`src/rtl/pipelined_mem_stage.sv`:
```
// Memory stage of an in-order pipeline: M register, load/store sequencing FSM and writeback mux.
// Optional macro MEM_STAGE_MISALIGN_TRAP_EN faults misaligned half/word accesses instead of aligning them.
module pipelined_mem_stage #(
  parameter int ADDR_W      = 32,
  parameter int ACK_TIMEOUT = 15
) (
  input  logic              clk,
  input  logic              rst_n,
  input  logic              valid_x,
  input  logic [31:0]       PC_x,
  input  logic [31:0]       alu_x,
  input  logic [31:0]       rs2_x,
  input  logic [31:0]       inst_x,
  output logic              stall_m,
  output logic              valid_m,
  output logic [31:0]       inst_m,
  output logic [31:0]       PC_m,
  output logic [31:0]       wb_m,
  output logic              fault_m,
  output logic              dmem_req,
  output logic              dmem_we,
  output logic [ADDR_W-1:0] dmem_addr,
  output logic [31:0]       dmem_wdata,
  output logic [3:0]        dmem_be,
  input  logic              dmem_ack,
  input  logic [31:0]       dmem_rdata
);

  localparam logic [6:0] OP_LOAD  = 7'b0000011;
  localparam logic [6:0] OP_STORE = 7'b0100011;
  localparam logic [6:0] OP_JAL   = 7'b1101111;
  localparam logic [6:0] OP_JALR  = 7'b1100111;
  localparam logic [7:0] TIMEOUT  = 8'(ACK_TIMEOUT);

  typedef enum logic [1:0] {S_IDLE, S_REQ, S_DONE} state_t;
  typedef enum logic [1:0] {SZ_B, SZ_H, SZ_W} size_t;

  // Undefined funct3 encodings fall back to a word access.
  function automatic size_t access_size(input logic is_store, input logic [2:0] f3);
    size_t sz;
    sz = SZ_W;
    if (is_store) begin
      if (f3 == 3'b000)      sz = SZ_B;
      else if (f3 == 3'b001) sz = SZ_H;
    end else begin
      if (f3 == 3'b000 || f3 == 3'b100)      sz = SZ_B;
      else if (f3 == 3'b001 || f3 == 3'b101) sz = SZ_H;
    end
    return sz;
  endfunction

  function automatic logic [1:0] lane_of(input size_t sz, input logic [1:0] a);
    logic [1:0] lane;
    case (sz)
      SZ_B:    lane = a;
      SZ_H:    lane = {a[1], 1'b0};
      default: lane = 2'b00;
    endcase
    return lane;
  endfunction

  function automatic logic [3:0] byte_enable(input size_t sz, input logic [1:0] lane);
    logic [3:0] be;
    case (sz)
      SZ_B:    be = 4'b0001 << lane;
      SZ_H:    be = 4'b0011 << lane;
      default: be = 4'b1111;
    endcase
    return be;
  endfunction

  function automatic logic [31:0] store_data(input size_t sz, input logic [31:0] d);
    logic [31:0] w;
    case (sz)
      SZ_B:    w = {4{d[7:0]}};
      SZ_H:    w = {2{d[15:0]}};
      default: w = d;
    endcase
    return w;
  endfunction

  // funct3[2] selects zero extension for sub-word loads.
  function automatic logic [31:0] load_extract(input logic [2:0] f3, input size_t sz,
                                               input logic [1:0] lane, input logic [31:0] rd);
    logic [31:0] sh;
    logic [31:0] r;
    sh = rd >> {lane, 3'b000};
    case (sz)
      SZ_B:    r = f3[2] ? {24'h0, sh[7:0]}  : {{24{sh[7]}}, sh[7:0]};
      SZ_H:    r = f3[2] ? {16'h0, sh[15:0]} : {{16{sh[15]}}, sh[15:0]};
      default: r = rd;
    endcase
    return r;
  endfunction

  state_t      state_q, state_d;
  logic [7:0]  cnt_q, cnt_d;
  logic [7:0]  cnt_inc;
  logic        fault_q, fault_d;
  logic [31:0] rdata_q, rdata_d;
  logic        valid_q, valid_d;
  logic [31:0] inst_q, inst_d;
  logic [31:0] pc_q, pc_d;
  logic [31:0] alu_q, alu_d;
  logic [31:0] rs2_q, rs2_d;

  logic        x_mem;
  logic        x_trap;
  logic        m_load;
  logic        m_store;
  logic        m_jump;
  size_t       m_size;
  logic [1:0]  m_lane;

  assign x_mem = valid_x && (inst_x[6:0] == OP_LOAD || inst_x[6:0] == OP_STORE);

`ifdef MEM_STAGE_MISALIGN_TRAP_EN
  function automatic logic misaligned(input size_t sz, input logic [1:0] a);
    logic m;
    case (sz)
      SZ_H:    m = a[0];
      SZ_W:    m = |a;
      default: m = 1'b0;
    endcase
    return m;
  endfunction

  size_t x_size;
  assign x_size = access_size(inst_x[6:0] == OP_STORE, inst_x[14:12]);
  assign x_trap = x_mem && misaligned(x_size, alu_x[1:0]);
`else
  assign x_trap = 1'b0;
`endif

  assign m_load  = inst_q[6:0] == OP_LOAD;
  assign m_store = inst_q[6:0] == OP_STORE;
  assign m_jump  = inst_q[6:0] == OP_JAL || inst_q[6:0] == OP_JALR;
  assign m_size  = access_size(m_store, inst_q[14:12]);
  assign m_lane  = lane_of(m_size, alu_q[1:0]);
  assign cnt_inc = cnt_q + 8'd1;

  always_comb begin
    state_d = state_q;
    cnt_d   = cnt_q;
    fault_d = fault_q;
    rdata_d = rdata_q;
    stall_m = 1'b0;
    case (state_q)
      S_REQ: begin
        stall_m = 1'b1;
        if (dmem_ack) begin
          state_d = S_DONE;
          rdata_d = dmem_rdata;
          fault_d = 1'b0;
        end else begin
          cnt_d = cnt_inc;
          if (cnt_inc == TIMEOUT) begin
            state_d = S_DONE;
            fault_d = 1'b1;
          end
        end
      end
      default: begin
        // IDLE and DONE both accept the incoming instruction this cycle.
        state_d = S_IDLE;
        fault_d = 1'b0;
        if (x_mem) begin
          if (x_trap) begin
            state_d = S_DONE;
            fault_d = 1'b1;
          end else begin
            state_d = S_REQ;
            cnt_d   = 8'd0;
          end
        end
      end
    endcase
  end

  always_comb begin
    valid_d = valid_q;
    inst_d  = inst_q;
    pc_d    = pc_q;
    alu_d   = alu_q;
    rs2_d   = rs2_q;
    if (!stall_m) begin
      valid_d = valid_x;
      inst_d  = inst_x;
      pc_d    = PC_x;
      alu_d   = alu_x;
      rs2_d   = rs2_x;
    end
  end

  always_ff @(posedge clk or negedge rst_n) begin
    if (!rst_n) begin
      state_q <= S_IDLE;
      cnt_q   <= 8'd0;
      fault_q <= 1'b0;
      rdata_q <= 32'h0;
      valid_q <= 1'b0;
      inst_q  <= 32'h0;
      pc_q    <= 32'h0;
      alu_q   <= 32'h0;
      rs2_q   <= 32'h0;
    end else begin
      state_q <= state_d;
      cnt_q   <= cnt_d;
      fault_q <= fault_d;
      rdata_q <= rdata_d;
      valid_q <= valid_d;
      inst_q  <= inst_d;
      pc_q    <= pc_d;
      alu_q   <= alu_d;
      rs2_q   <= rs2_d;
    end
  end

  // Only non-memory instructions can sit in M while IDLE, so valid_q alone qualifies them.
  assign valid_m    = (state_q == S_DONE) || (state_q == S_IDLE && valid_q);
  assign fault_m    = (state_q == S_DONE) && fault_q;
  assign inst_m     = inst_q;
  assign PC_m       = pc_q;
  assign dmem_req   = state_q == S_REQ;
  assign dmem_we    = dmem_req && m_store;
  assign dmem_be    = dmem_we ? byte_enable(m_size, m_lane) : 4'b0000;
  assign dmem_addr  = alu_q[ADDR_W-1:0] & ~ADDR_W'(3);
  assign dmem_wdata = store_data(m_size, rs2_q);

  always_comb begin
    wb_m = alu_q;
    if (fault_m)     wb_m = 32'h0;
    else if (m_load) wb_m = load_extract(inst_q[14:12], m_size, m_lane, rdata_q);
    else if (m_jump) wb_m = pc_q + 32'd4;
  end

endmodule

```
`config.mk`:
```
export PLATFORM = sky130hd
export DESIGN_NAME = pipelined_mem_stage
export DESIGN_NICKNAME = d
export VERILOG_FILES = /design/src/rtl/pipelined_mem_stage.sv
export SDC_FILE = /design/constraint.sdc
export NUM_CORES = 1
export LEC_CHECK = 0
export CORE_MARGIN = 2
export CORE_UTILIZATION = 40
export CTS_BUF_LIST = sky130_fd_sc_hd__clkbuf_8 sky130_fd_sc_hd__clkbuf_16
export CTS_CLUSTER_DIAMETER = 80
export DETAILED_ROUTE_END_ITERATION = 8
export DONT_BUFFER_PORTS = 1
export PLACE_DENSITY_LB_ADDON = 0.1
export SLEW_MARGIN = 20
export SYNTH_ARGS = -nofsm -noshare
export SYNTH_HDL_FRONTEND = slang
export SYNTH_SLANG_ARGS = --single-unit
```
`constraint.sdc`:
```
create_clock -name clk -period 3.9 [get_ports clk]
set_input_delay 0.78 -clock clk [delete_from_list [all_inputs] [get_ports clk]]
set_output_delay 0.78 -clock clk [all_outputs]
set_load 0.005 [all_outputs]
```
# Yosys cells after proc, flatten, opt, wreduce, memory -nomap -nowiden
# Cells that the tools add are included.
# totals
ff_bits,172
inputBits,164
output_inout_bits,169
elab_cells,70
# classes
add_sub_neg,2
eq_ne,15
n_shift,3
mux,26
reduce_logical,15
# ops
operator,count
$mux W32,5
$pmux W32 S2,2
$add A32 B3 Y32 const B,1
$shr A32 B5 Y16,1
$mux W8,3
$mux W2,8
$eq A7 B2 Y1 const B,2
$eq A7 B6 Y1 const B,2
$eq A7 B7 Y1 const B,2
$add A8 B1 Y8 const B,1
$eq A8 B4 Y1 const B,1
$pmux W4 S2,1
$eq A3 B3 Y1 const B,2
$logic_or A1 B1 Y1,5
$mux W1,5
$eq A2 B1 Y1 const B,2
$logic_and A1 B1 Y1,4
$logic_not A2 Y1,2
$mux W4,1
$pmux W2 S2,1
$reduce_and A2 Y1,2
$shl A1 B2 Y4 const A,1
$shl A2 B2 Y4 const A,1
$eq A3 B1 Y1 const B,1
other kinds (5),5

# Depth between registers and ports, before layout
# Gate-level depths: netlist of the first run.
# depth
depth_word,12
mapped_depth,8
ltp_nobuf,6

# Worst setup path after synthesis of the first run
# Ideal clock, no wire load.
# synth_timing
kind,flip-flop to output port
startpoint,"register pc_q[2], in the netlist PC_m[2]"
endpoint,output wb_m[30]
t_arrival_ps,2352
required_time_ps,3120
slack_ps,768
path_stages_with_launch,9
path_buffers,2
cell_sequence,dfrtp_1 -> ha_1 -> clkbuf_1 -> inv_1 -> or4_1 -> buf_2 -> or4_1 -> a31o_1 -> o22ai_2
# synth_between
elab_chain_cells,4
# synth_rtl
item,line,source
"start, declared",103,"logic [31:0] pc_q, pc_d;"
"start signal, assigned",213,pc_q <= pc_d;
$add A32 B3 Y32,234,else if (m_jump) wb_m = pc_q + 32'd4;
$mux W32,234,
$mux W32,233,"else if (m_load) wb_m = load_extract(inst_q[14:12], m_size, m_lane, rdata_q);"
$mux W32,232,if (fault_m) wb_m = 32'h0;
"end, declared",18,"output logic [31:0] wb_m,"
# Every way passes these cells.

# Worst setup path in the final report of the first run
# layout_timing
startpoint,"register pc_q[8], in the netlist PC_m[8]"
endpoint,output wb_m[31]
# Same word-level chain as after synthesis.

==> metrics.csv, run 1 <==
metric,value,unit
Setup CP Type,flip-flop to primary output,
Row Count,55,
# nets final,1219,
hold_ws,0.0356,ns
Synth area leaders,"dfrtp_1 (47%), nand2_1 (18%), mux2_2 (5.2%), buf_4 (3.4%), o21ai_0 (2.1%)",
hold_buf cts,0,
Gate Count Post-Synth,1106,
Initial Util,40.6,%
Synth Cell Area,9170,um^2
IO Pins,333,
largest net degree at the start of global routing,173,
residual DRC count,0,
drt initial violations,528,
Worst Tran Pin Value,0.954,ns
ys async rst share,100,%
GR Util All Layers,25.0,%
WL final,30800,um
Die X,155,um
Layout Utilization,43.6,%
CTS tree,yes,
worst-skew pair later-pin latency,0.43,ns
CP Data Arrival Time,2.90,ns
gpl congestion,0.855,
Non-Filler Instances,1350,
Hold Path Class,input pin to async pin,
vias in the first global route,7291,
Fill cells,2323,
share of layout cells above drive strength 1,10.8,%
vias per std cell,5.58,
LEAKAGE,4.67,nW
largest fanout on the critical path,7,
met2 Resource Use GR,42.2,%
Critical Path Max Stage Delay,0.73,ns
post-route ant nets,0,
kind of cell adding the most delay to the critical path,simple AND/OR/NAND/NOR gates,
Peak Freq,272,MHz
Clock Path Buffers,2,
TritonCTS Sinks,172,
clock buffer count from CTS,17,
Critical path buffers and inverters,1,
I/O Buffers,0,
CTS resizes,0,
"Hold Vio Cnt, Final",0,
GR peak layer,met2,
design area,9830,um^2
met3 Resource Use GR,8.89,%
slowest CP cell,or4_1,
area of placed instances,9260,um^2
Ys Warns,0,
Relative slew margins,36.4,%
post-synth cell types,56,
met1 usage,31.0,%
postcts setup bufs,0,
"count leader, synth",nand2_1,
global-route wire length before repair,45500,um
Tcrit/Tclk final,94.3,%
Final setup viols,0,
Worst setup SP type,flip-flop,
status,"complete, no violations",
Synth Flop Type,dfrtp_1,
Seq cells post-synth,172,
Final Max Slew Viols,0,
Core Area,22600,um^2
n_diodes,0,
routed length per instance,22.8,um
total congestion overflow,0,
register area share after synthesis,46.9,%
drt pass-1 iters,5,
Area Growth Syn to Fin,7.18,%
Placed Cells,1318,
post-synth top area share,46.9,%
final clock skew,0.0109,ns
"top cells by count, synth","nand2_1 (445), dfrtp_1 (172), clkbuf_1 (50), nor2_1 (50), mux2_2 (42)",
max cap viols,0,
Vias,7533,
clock root buffer,clkbuf_16,
Worst-path clk slew,0.08,ns
critical path capture point type,primary output,
antenna violations before repair,0,
Cell Pwr Density,426,nW/um^2
post-DP HPWL,22600,um
Synth area leader,dfrtp_1,
RSZ-0062 raised after global routing,false,
worst-path cell chain,"nand4_1, or4_1, nor4_1, nor3_1, o32ai_2, buf_4",
H-tree depth,4,
maximum VDD drop,0.239,mV
Post-synth EDFFs,0,
Mean Syn Cell Area,8.29,um^2
CP required,3.12,ns
area of the die,24200,um^2
DIE HEIGHT,155,um
post-route setup TNS,0,ns
Final min period,3.68,ns
-- kinds of logic (layout without fill, tap and decap cells) --
group           after synthesis  in the layout  share of synthesized area [%]
buf+inv                     120             78                           6.62
simple gates                590            590                           26.9
flops                       172            172                           46.9
compound gates              143            143                           10.4
xor+xnor                     21             21                           2.01
fa+ha+maj                     3              3                          0.409
mux                          56             56                           6.68
other cells                   1              2                         0.0409
-- layout make-up --
| class | count | area (um^2) | area share, % |
|---|---|---|---|
| Multi-Input combinational cell | 815 | 4300 | 43.7 |
| Clock inverter | 14 | 124 | 1.26 |
| Inverter | 13 | 51.3 | 0.522 |
| Timing Repair Buffer | 33 | 260 | 2.65 |
| Clock buffer | 18 | 439 | 4.47 |
| Sequential cell | 172 | 4300 | 43.8 |
| Tap cell | 285 | 357 | 3.63 |
-- sequential cells by signal, indices dropped and copies added (netlist names) --
name     cells
alu_q       32
cnt_q        8
valid_q      1
PC_m        32
state_q      2
fault_q      1
rs2_q       32
rdata_q     32
inst_m      32
-- final timing paths --
kind,startpoint,to,slack [ns],cells after the start
min in group clk,rs2_x[30],rs2_q[30],0.45,2
max in group asynchronous,rst_n,PC_m[0],3.54,0
hold reg to reg,rs2_q[31],rs2_q[31],0.47,2
setup reg to reg,state_q[1],cnt_q[4],1.70,6
setup / recovery,PC_m[8],wb_m[31],0.22,6
hold / removal,rst_n,PC_m[27],0.04,0
-- cell usage in the layout (no fill, tap or decap), types with 7 or more instances in the layout --
cell / n
buf_4: 32
nand2_1: 445
o221ai_1: 9
xor2_1: 9
o22ai_1: 14
mux2_2: 42
a211oi_1: 11
nand4_1: 18
inv_1: 12
and3_1: 7
nor2_1: 50
nor4_1: 9
a21oi_1: 18
xnor2_1: 12
nor3_1: 12
clkbuf_16: 17
nand3_1: 12
mux2i_1: 14
or3_1: 7
o21ai_0: 39
dfrtp_1: 172
-- power breakdown --
part	leakage, nW	switching (mW)	internal [mW]
combinational	2.31	0.225	0.180
sequential	2.08	0.189	1.91
clock	0.273	0.816	0.861
-- metrics by stage --
step	power, mW	setup slack, ns
floorplan	2.38	0.768
global placement	2.54	0.615
detailed placement	2.55	0.547
CTS	4.23	0.0808
global route	4.37	0.0769
finish	4.19	0.223
-- routing by layer --
metal / vias to the layer above / wire length, um
met5: - / 0
met4: 0 / 440
met3: 27 / 2920
met2: 338 / 14900
met1: 3607 / 12500
li1: 3561 / -
-- worst register-to-register path, cell delays in order, from the launching register on --
cell      delay, ns
dfrtp_1        0.39
nand2b_4       0.41
inv_4          0.34
nand2b_1       0.27
and2_0         0.37
o21ai_0        0.20
o21ai_0        0.10
No activity file was read; power rests on OpenSTA's default activity.
==> run 2, diff against run 1 <==
==> constraint.sdc (replaced) <==
create_clock -name clk -period 3.9 [get_ports clk]
set_input_delay 0 -clock clk [delete_from_list [all_inputs] [get_ports clk]]
set_output_delay 0 -clock clk [all_outputs]
set_load 0.005 [all_outputs]
==> run 2 against run 1 <==
  * The flow now finishes with violations (negative hold slack)
  * Largest power group unchanged
  * Setup slack improved by 0.46 ns
  * Global-route usage up 1.6 points
  * Register-to-register slack got worse by 0.14 ns
  * Routed wire length up 5.4%
  * Hold slack lost 0.77 ns
  * Design area grew 15%
  * Sequential power about the same
==> metrics.csv, run 2 (synthesis results as in run 1) <==
metric,value,unit,change
status,"finished, violations left",,
failing checks,negative hold slack,,
Core Area,22600,um^2,unchanged
post-DP HPWL,23000,um,+1.8%
Cell Pwr Density,393,nW/um^2,-7.6%
GR Util All Layers,26.6,%,+1.6 points
Setup CP Type,flip-flop to primary output,,
drt initial violations,603,,+14%
area of the die,24200,um^2,unchanged
share of layout cells above drive strength 1,7.71,%,-3.1 points
Worst Tran Pin Value,0.947,ns,-0.00688 ns
post-route setup TNS,0,ns,unchanged
Final min period,3.22,ns,-0.458 ns
Relative slew margins,36.4,%,about the same
Peak Freq,311,MHz,+14%
CP Data Arrival Time,3.22,ns,+0.32 ns
maximum VDD drop,0.251,mV,+5.3%
Tcrit/Tclk final,82.6,%,-12 points
TritonCTS Sinks,172,,unchanged
post-route ant nets,0,,unchanged
largest fanout on the critical path,31,,+24
H-tree depth,4,,unchanged
Hold Path Class,input pin to async pin,,
Initial Util,40.6,%,unchanged
slowest CP cell,nor3_1,,
global-route wire length before repair,49200,um,+8.1%
DIE HEIGHT,155,um,unchanged
hold_buf cts,162,,+162
worst-path cell chain,"nor3_1, a31o_2, a31oi_1, o221ai_1, o31ai_1",,
Die X,155,um,unchanged
kind of cell adding the most delay to the critical path,compound AO/OA/AOI/OAI gates,,
Final Max Slew Viols,0,,unchanged
residual DRC count,0,,unchanged
GR peak layer,met2,,
final clock skew,0.00973,ns,-0.00119 ns
Area Growth Syn to Fin,23.5,%,
CP required,3.90,ns,+0.78 ns
# nets final,1361,,+12%
met2 Resource Use GR,45.4,%,+3.1 points
"commonest cells after routing, fill and taps aside","nand2_1 (445), dfrtp_1 (172), dlygate4sd3_1 (162)",,
Worst-path clk slew,0.07,ns,about the same
gpl congestion,0.833,,-2.7%
Final setup viols,0,,unchanged
worst-skew pair later-pin latency,0.44,ns,about the same
IO Pins,333,,unchanged
CTS tree,yes,,
Critical path buffers and inverters,0,,-1
vias in the first global route,8316,,+14%
design area,11300,um^2,+15%
largest net degree at the start of global routing,173,,unchanged
I/O Buffers,0,,unchanged
n_diodes,0,,unchanged
met3 Resource Use GR,7.47,%,-1.4 points
LEAKAGE,5.27,nW,+13%
WL final,32400,um,+5.4%
Row Count,55,,unchanged
vias per std cell,5.51,,-1.2%
RSZ-0062 raised after global routing,false,,
Layout Utilization,50.2,%,+6.7 points
Worst setup SP type,flip-flop,,
"Hold Vio Cnt, Final",172,,+172
Vias,8224,,+9.2%
Critical Path Max Stage Delay,0.80,ns,+0.07 ns
met1 usage,32.1,%,+1.1 points
clock root buffer,clkbuf_16,,
hold_ws,-0.738,ns,-0.774 ns
"leading cell type in the layout, fill and taps excluded",nand2_1,,
clock buffer count from CTS,17,,unchanged
total congestion overflow,0,,unchanged
routed length per instance,21.7,um,-4.7%
antenna violations before repair,0,,unchanged
drt pass-1 iters,5,,unchanged
Clock Path Buffers,2,,unchanged
critical path capture point type,primary output,,
area of placed instances,9100,um^2,-1.8%
max cap viols,0,,unchanged
run 2: cell count changes in the layout (fill, tap and decap cells not counted), moves of 2 or more:
cell / before / now
buf_4: 32 / 13
inv_8: 5 / 3
bufinv_16: 0 / 3
dlygate4sd3_1: 0 / 162
run 2: final timing paths:
kind	startpoint	endpoint	slack [ns]	cells after the start
worst min-delay path	rst_n	PC_m[27]	-0.74	0
min in group clk	dmem_ack	cnt_q[1]	0.04	2
worst max-delay path	inst_m[2]	wb_m[12]	0.68	5
max in group asynchronous	rst_n	PC_m[11]	4.20	0
worst min register to register	valid_q	valid_q	0.47	2
worst max register to register	state_q[0]	inst_m[6]	1.56	5
run 2: where the power goes:
group          internal [mW]  total [mW]  switching, mW
Sequential              1.91        2.12          0.201
Combinational          0.269       0.520          0.251
Clock                   1.03        1.82          0.795
run 2: layout make-up:
type                            instances  area, um^2
Inverter                               13        51.3
Fill cell                            2160       11200
Clock inverter                         15         188
Clock buffer                           17         425
Sequential cell                       172        4300
Tap cell                              285         357
Timing Repair Buffer                  175        1720
Multi-Input combinational cell        815        4290
run 2: what timing repair did:
action | CTS | global route
buffers inserted | 0 | 0
gates resized for setup | 0 | 0
endpoints found under the hold margin | 342 | 172
run 2: per-layer routing:
layer,wire (um),vias up,share of wire [%]
li1,-,3841,-
met4,999,0,3.1
met3,2490,50,7.7
met2,15800,340,49
met1,13100,3993,40
met5,0,-,0
run 2: through the flow:
step	power, mW	cells	setup slack, ns	hold slack [ns]
floorplan	2.38	1107	1.55	-0.296
global placement	2.53	1298	1.21	-0.291
detailed placement	2.53	1298	1.14	-0.290
CTS	4.48	1492	0.660	-0.765
global route	4.64	1492	0.403	-0.767
finish	4.46	1492	0.680	-0.738
